--- config.mk ---
export PLATFORM = sky130hd
export DESIGN_NAME = fc_neuron_accumulator
export DESIGN_NICKNAME = d
export VERILOG_FILES = /design/src/rtl/fc_neuron_accumulator.sv
export SDC_FILE = /design/constraint.sdc
export NUM_CORES = 1
export LEC_CHECK = 0
export ABC_CLOCK_PERIOD_IN_PS = 3160
export BUFFER_PORTS_ARGS = -buffer_cell sky130_fd_sc_hd__buf_2
export CAP_MARGIN = 15
export CORE_MARGIN = 3
export CORE_UTILIZATION = 30
export CTS_CLUSTER_DIAMETER = 150
export DETAILED_ROUTE_END_ITERATION = 8
export PLACE_DENSITY_LB_ADDON = 0.1
export REMOVE_ABC_BUFFERS = 1
export SLEW_MARGIN = 5
export SYNTH_ARGS = -nofsm -noshare
export SYNTH_HDL_FRONTEND = slang
export SYNTH_SLANG_ARGS = --single-unit
--- constraint.sdc ---
create_clock -name clk -period 3.16 [get_ports clk]
set_input_delay 0.158 -clock clk [delete_from_list [all_inputs] [get_ports clk]]
set_output_delay 0.158 -clock clk [all_outputs]
set_load 0.005 [all_outputs]
--- src/rtl/fc_neuron_accumulator.sv ---
// Sums the per-chunk ALU results of one neuron, applies optional ReLU, saturates to SIZE bits,
// and hands one result per neuron downstream over a valid/ready output.
module fc_neuron_accumulator #(
  parameter int SIZE       = 16,
  parameter int PRECISION  = 11,
  parameter int MAX_CHUNKS = 64,
  parameter int RELU_EN    = 1,
  localparam int CW        = $clog2(MAX_CHUNKS + 1)
) (
  input  logic            clk,
  input  logic            rst,
  input  logic            i_start,
  input  logic [CW-1:0]   i_num_chunks,
  input  logic            i_valid,
  input  logic [SIZE-1:0] i_value,
  output logic            o_busy,
  output logic [CW-1:0]   o_chunk_idx,
  output logic            o_valid,
  output logic [SIZE-1:0] o_value,
  input  logic            i_ready,
  output logic [1:0]      dbg_state
);

  localparam int ACC_W = SIZE + CW;

  // The binary point only matters to the producer; reject formats that cannot exist.
  if (PRECISION >= SIZE || MAX_CHUNKS < 1) begin : g_bad_params
    $error("fc_neuron_accumulator: invalid SIZE/PRECISION/MAX_CHUNKS");
  end

  localparam logic signed [ACC_W-1:0] SAT_MAX = ACC_W'((64'd1 << (SIZE - 1)) - 64'd1);
  localparam logic signed [ACC_W-1:0] SAT_MIN = ~SAT_MAX;

  typedef enum logic [1:0] {
    S_IDLE   = 2'd0,
    S_ACCUM  = 2'd1,
    S_OUTPUT = 2'd2
  } state_t;

  state_t state, state_nxt;

  logic signed [ACC_W-1:0] acc;
  logic signed [ACC_W-1:0] sum;
  logic signed [ACC_W-1:0] r;
  logic [CW-1:0]           cnt;
  logic [CW-1:0]           n_chunks;
  logic [SIZE-1:0]         final_val;
  logic                    start_ok;
  logic                    last_chunk;

  assign start_ok   = i_start && (i_num_chunks != '0);
  assign last_chunk = (cnt == n_chunks - CW'(1));
  assign sum        = acc + {{CW{i_value[SIZE-1]}}, i_value};

  // Handshake: o_value is transferred on a posedge where o_valid && i_ready; while o_valid is
  // high and i_ready is low, o_valid and o_value hold. i_valid has no back-pressure: a chunk is
  // taken on any posedge in ACCUM with i_valid high.

  always_comb begin
    r = sum;
    if (RELU_EN != 0 && r[ACC_W-1]) r = '0;
    if (r > SAT_MAX)      final_val = {1'b0, {(SIZE-1){1'b1}}};
    else if (r < SAT_MIN) final_val = {1'b1, {(SIZE-1){1'b0}}};
    else                  final_val = r[SIZE-1:0];
  end

  always_ff @(posedge clk) begin
    if (rst) state <= S_IDLE;
    else     state <= state_nxt;
  end

  always_comb begin
    state_nxt = state;
    unique case (state)
      S_IDLE:   if (start_ok)              state_nxt = S_ACCUM;
      S_ACCUM:  if (i_valid && last_chunk) state_nxt = S_OUTPUT;
      S_OUTPUT: if (i_ready)               state_nxt = S_IDLE;
      default:                             state_nxt = S_IDLE;
    endcase
  end

  always_ff @(posedge clk) begin
    if (rst) begin
      acc      <= '0;
      cnt      <= '0;
      n_chunks <= '0;
      o_value  <= '0;
      o_valid  <= 1'b0;
    end else begin
      unique case (state)
        S_IDLE: begin
          if (start_ok) begin
            n_chunks <= i_num_chunks;
            acc      <= '0;
            cnt      <= '0;
          end
        end
        S_ACCUM: begin
          if (i_valid) begin
            acc <= sum;
            cnt <= cnt + CW'(1);
            if (last_chunk) begin
              o_value <= final_val;
              o_valid <= 1'b1;
            end
          end
        end
        S_OUTPUT: begin
          if (i_ready) begin
            o_valid <= 1'b0;
            cnt     <= '0;
          end
        end
        default: ;
      endcase
    end
  end

  assign o_busy      = (state == S_ACCUM) || (state == S_OUTPUT);
  assign o_chunk_idx = cnt;
  assign dbg_state   = state;

endmodule

Yosys cells after proc, flatten, opt, wreduce, memory -nomap -nowiden --
Cells that the tools add are included. W data, S select, Z words.
Word-level totals: register bits after elaboration 56, bits in latches 0, bits in writable memories 0, memory bits (read-only) 0, input bits 28, output and inout port bits 27, word-level logic and storage cells 51, memories 0
Operators by class: add/sub/neg operators 3, $mul 0, div/mod/pow operators 0, magnitude comparators 2, equal/unequal tests 8, shift-type cells 0, mux-type cells 18, bitwise logic cells 0, reductions and logical operators 14
Operators with widths (count):
- $mux W23 | 2
- $pmux W23 S2 | 1
- $mux W16 | 2
- $add A23 B23 Y23 | 1
- $lt A23 B16 Y1 const B | 1
- $gt A22 B15 Y1 const B | 1
- $mux W22 | 1
- $mux W7 | 3
- $pmux W7 S3 | 1
- $ne A2 B2 Y1 const B | 5
- $reduce_and A3 Y1 | 3
- $reduce_and A4 Y1 | 2
- $add A7 B1 Y7 const B | 1
- $eq A7 B7 Y1 | 1
- $reduce_bool A7 Y1 | 1
- $sub A7 B1 Y7 const B | 1
- $mux W2 | 3
- $pmux W2 S3 | 1
- $reduce_bool A2 Y1 | 2
- $mux W1 | 3
- $reduce_bool A3 Y1 | 1
- $eq A2 B1 Y1 const B | 1
- $eq A2 B2 Y1 const B | 1
- $logic_and A1 B1 Y1 | 2
- 4 further kinds | 4

Longest topological paths before layout --
depth in word-level cells 5, depth in mapped cells 12, mapped depth without buffers 10

Least setup slack after synthesis --
No wires, ideal clock.
path type flip-flop to flip-flop, from register acc[0], to register o_value[4], setup time 0.122 ns, arrival 2.876 ns, required time 3.038 ns, path slack 0.162 ns, stages on the path, launching flop included 12, buffers on the path 1, period minus slack after synthesis 2.998 ns, path through dfxtp_1 > ha_1 > fa_1 > a21o_1 > a221oi_1 > nor2_1 > a21oi_1 > o311ai_0 > xor2_1 > o41a_4 > buf_6 > a221o_1
Between the ends: word-level cells in the longest chain between the ends 5, elaborated cells between the ends (all ways) 6, classes of those cells 1 x add/sub; 2 x order compare; 3 x mux
Ends and longest elaborated chain:
- start: declaration | RTL line 42 | logic signed [ACC_W-1:0] acc;
- start signal: assignment | RTL line 100 | acc <= sum;
- $add A23 B23 Y23 * | RTL line 53 | assign sum = acc + {{CW{i_value[SIZE-1]}}, i_value};
- $mux W22 * | RTL line 61 | if (RELU_EN != 0 && r[ACC_W-1]) r = '0;
- $lt A23 B16 Y1 | RTL line 63 | else if (r < SAT_MIN) final_val = {1'b1, {(SIZE-1){1'b0}}};
- $mux W16 | RTL line 63
- $mux W16 * | RTL line 62 | if (r > SAT_MAX) final_val = {1'b0, {(SIZE-1){1'b1}}};
- end signal: assignment | RTL line 103 | o_value <= final_val;
- end: declaration | RTL line 19 | output logic [SIZE-1:0] o_value,
Mark *: on every way between the ends. The rest lies on a longest branch, timed or not. A chain may end at the register's enable or synchronous reset.

Worst setup path after layout --
from register acc[0], to register o_value[5]
Same word-level chain as after synthesis.

==> impl_metrics.py <==
metrics = {
    "worst_setup_path": {
        "cp-start-kind": "flop",
        "r2r_start": "acc[0]",
        "endpoint_kind": "flop",
        "r2r-end": "o_value[5]",
        "arrival_ns": 3.25,
        "path_max_fanout": 8,
        "rr_worst_depth": 11,
        "rrSetupSlack_ns": 0.10,
        "setup.worst_path.class": "flop to flop",
        "cp.required_ns": 3.35,
    },
    "sta": {
        "rsz0062_at_grt": "yes",
        "finalHoldViolations": 0,
        "fin_crit_sh": 0.968,
        "fin_worst_skew_ns": 0.00864,
        "setup_ws_ns": 0.102,
        "tns_ns": 0,
        "worstMarginPinSlew_ns": 0.816,
        "slew_viol_final": 0,
        "clock.fmax_mhz": 327,
        "fin_crit_ns": 3.06,
        "slew-limit-headroom": 0.456,
        "setup_viol": 0,
    },
    "synthesis": {
        "synth_cell_types": 61,
        "ys_dominant_reg_cell": "dfxtp_1",
        "syn_area_um2": 3610,
        "async_flop_share": 0,
        "synth-seq-cells": 56,
        "syn_area_per_cell_um2": 8.25,
        "synth_warnings": 0,
        "synth.top_cells.by_area": "dfxtp_1 (31%), ha_1 (9.7%), a21oi_1 (5.7%)",
        "yosysTopAreaCell": "dfxtp_1",
        "yosysSeqAreaShare": 0.310,
        "syn_inst": 438,
        "synth-edff-count": 0,
        "synth_top_cell_area_share": 0.310,
    },
    "drt": {
        "wl_per_cell_um": 16.8,
        "vias": 3496,
        "totalWireLength_um": 10800,
        "antenna_left": 0,
        "drc": 0,
        "drtIter0Drc": 233,
        "dr.pass1.iters": 4,
        "vias_per_cell": 5.44,
    },
    "place": {
        "dp_hpwl_um": 7790,
        "gp_congestion": 0.832,
        "port_buffers": 54,
        "post-place-cells": 633,
        "post_dp_cell_area_um2": 4150,
        "pre_cts_ws_ns": -0.0994,
    },
    "grt": {
        "grt_max_degree": 37,
        "gr-total-overflow": 0,
        "grt_pass1_vias": 3273,
        "grt_use_total": 0.163,
        "grt_pass1_wl_um": 17100,
        "antenna_found_initial": 0,
    },
    "min_path": {
        "hold_path_end": "n_chunks[5]",
        "min_from": "i_num_chunks[5]",
        "hold-path-cell-count": 3,
        "hold_class": "primary input to flop",
    },
    "clocking": {
        "clk_latency_ns": 0.31,
        "clockBufferDepth": 2,
        "root_buffer": "clkbuf_16",
        "clkSlewWorstSetupHoldPaths_ns": 0.08,
        "hold_buffers": 0,
        "numClockSinks": 56,
        "h-tree-depth": 2,
        "numCtsBuffers": 5,
        "cts_tree": "yes",
    },
    "flow_run": {
        "max-cap-violations": 0,
    },
    "cells_and_area": {
        "syn2layout_area_growth_pct": 21.0,
        "drive_above_1_share": 0.212,
        "fin_area_um2": 4380,
        "layout.nets": 556,
        "final_cells": 643,
        "diodes": 0,
    },
    "power": {
        "p_leak_nw": 1.87,
        "power_density_nw_per_um2": 419,
        "ir_drop_mv": 0.225,
    },
    "floorplan": {
        "fp.dieArea_um2": 13400,
        "core-area_um2": 11600,
        "die_h_um": 116,
        "die_w_um": 116,
        "row_count": 39,
        "io_pins": 55,
        "start_util": 0.311,
    },
    "run_status": {
        "outcome": "complete, no violations",
    },
}
-- placed cells by master, fill, tap and decap left out, types with 2 or more instances in the layout --
cell type and count:
and2_1 4, a221o_1 16, a21oi_2 2, nand2b_1 2, o2111ai_1 2, or3_1 4
and3_1 5, a21o_1 6, a22oi_1 23, a211o_1 3, nand2_1 37, nor3_1 8
nor2_1 48, dfxtp_1 54, ha_1 25, nor2b_1 2, buf_4 23, buf_2 54
and4_1 4, xor2_1 10, mux2i_1 2, o21ai_0 17, a211oi_1 5, o41a_4 2
clkbuf_16 5, xnor2_1 18, nand4_1 3, ha_2 2, a31oi_1 3, a21oi_1 39
dfxtp_2 2, o21ai_1 3, inv_1 12, nand3_1 14, o21a_1 5
-- logic make-up after synthesis --
family,Yosys count,synth area share
compound gates,143,0.278
fa+ha+maj,29,0.102
flops,56,0.310
mux,2,0.00554
buf+inv,37,0.0419
xor+xnor,29,0.0744
simple gates,142,0.188
-- cell type report --
cell class	count	area, µm²
clock buffers	6	139
clock inverters	2	13.8
fillers	1224	7240
inverters	12	45.0
multi-input cells	346	2410
flip-flops and latches	56	1120
well taps	143	179
repair buffers	78	463
-- Yosys cell counts, drive strengths merged (12+ instances only) --
| master | n |
|---|---|
| nand2 | 37 |
| clkbuf | 17 |
| ha | 28 |
| nor2 | 49 |
| a21oi | 41 |
| xnor2 | 18 |
| o21ai | 21 |
| a221o | 16 |
| dfxtp | 56 |
| inv | 12 |
| a22oi | 23 |
| nand3 | 14 |
-- per-stage QoR --
step	hold WS [ns]	utilization	power, mW
4_1_cts	0.126	0.373	1.86
5_1_grt	0.138	0.377	1.95
3_3_place_gp	0.442	0.357	1.24
6_report	0.134	0.377	1.83
2_1_floorplan	0.227	-	1.08
3_5_place_dp	0.444	0.357	1.25
-- critical path, stage by stage (launching register included) --
cell and delay [ns]:
dfxtp_2 0.33, ha_2 0.19, fa_2 0.34, a21o_1 0.22, a221oi_2 0.22, buf_4 0.17, nor2_4 0.04, a21oi_2 0.15
o311ai_1 0.12, xor2_1 0.26, o41a_4 0.60, a221o_1 0.29
-- registers in the layout (all words and copies together) (netlist names) --
name         cells
dbg_state        2
n_chunks         7
acc             23
o_value         16
o_chunk_idx      7
o_valid          1
-- worst max-delay path by stage --
stage	start	to	slack [ns]	cells past startpoint
CTS	acc[4]	o_value[8]	0.01	10
global route	acc[0]	o_value[5]	-0.01	11
detailed placement	acc[0]	o_value[7]	-0.1	11
floorplan	acc[0]	o_value[4]	0.25	10
global placement	acc[0]	o_value[13]	-0.04	11
finish	acc[0]	o_value[5]	0.10	11
-- power by group --
part | internal (mW) | leakage (nW) | switching (mW)
combinational | 0.193 | 1.34 | 0.288
clock | 0.318 | 0.0772 | 0.272
sequential | 0.735 | 0.455 | 0.0283
-- layer usage --
| metal | GRT usage | wire, µm | vias to the layer above |
|---|---|---|---|
| li1 | - | - | 1750 |
| met1 | 0.224 | 5340 | 1671 |
| met2 | 0.264 | 4860 | 67 |
| met3 | 0.0324 | 452 | 8 |
| met4 | 0.0394 | 116 | 0 |
| met5 | 0 | 0 | - |
-- what timing repair did --
action,4_1_cts,5_1_grt
endpoints found under the setup margin,15,15
setup buffers,0,1
gates cloned,1,0
gates resized for setup,5,11
pin swaps,1,7
Power figures use the tool's default switching activity.
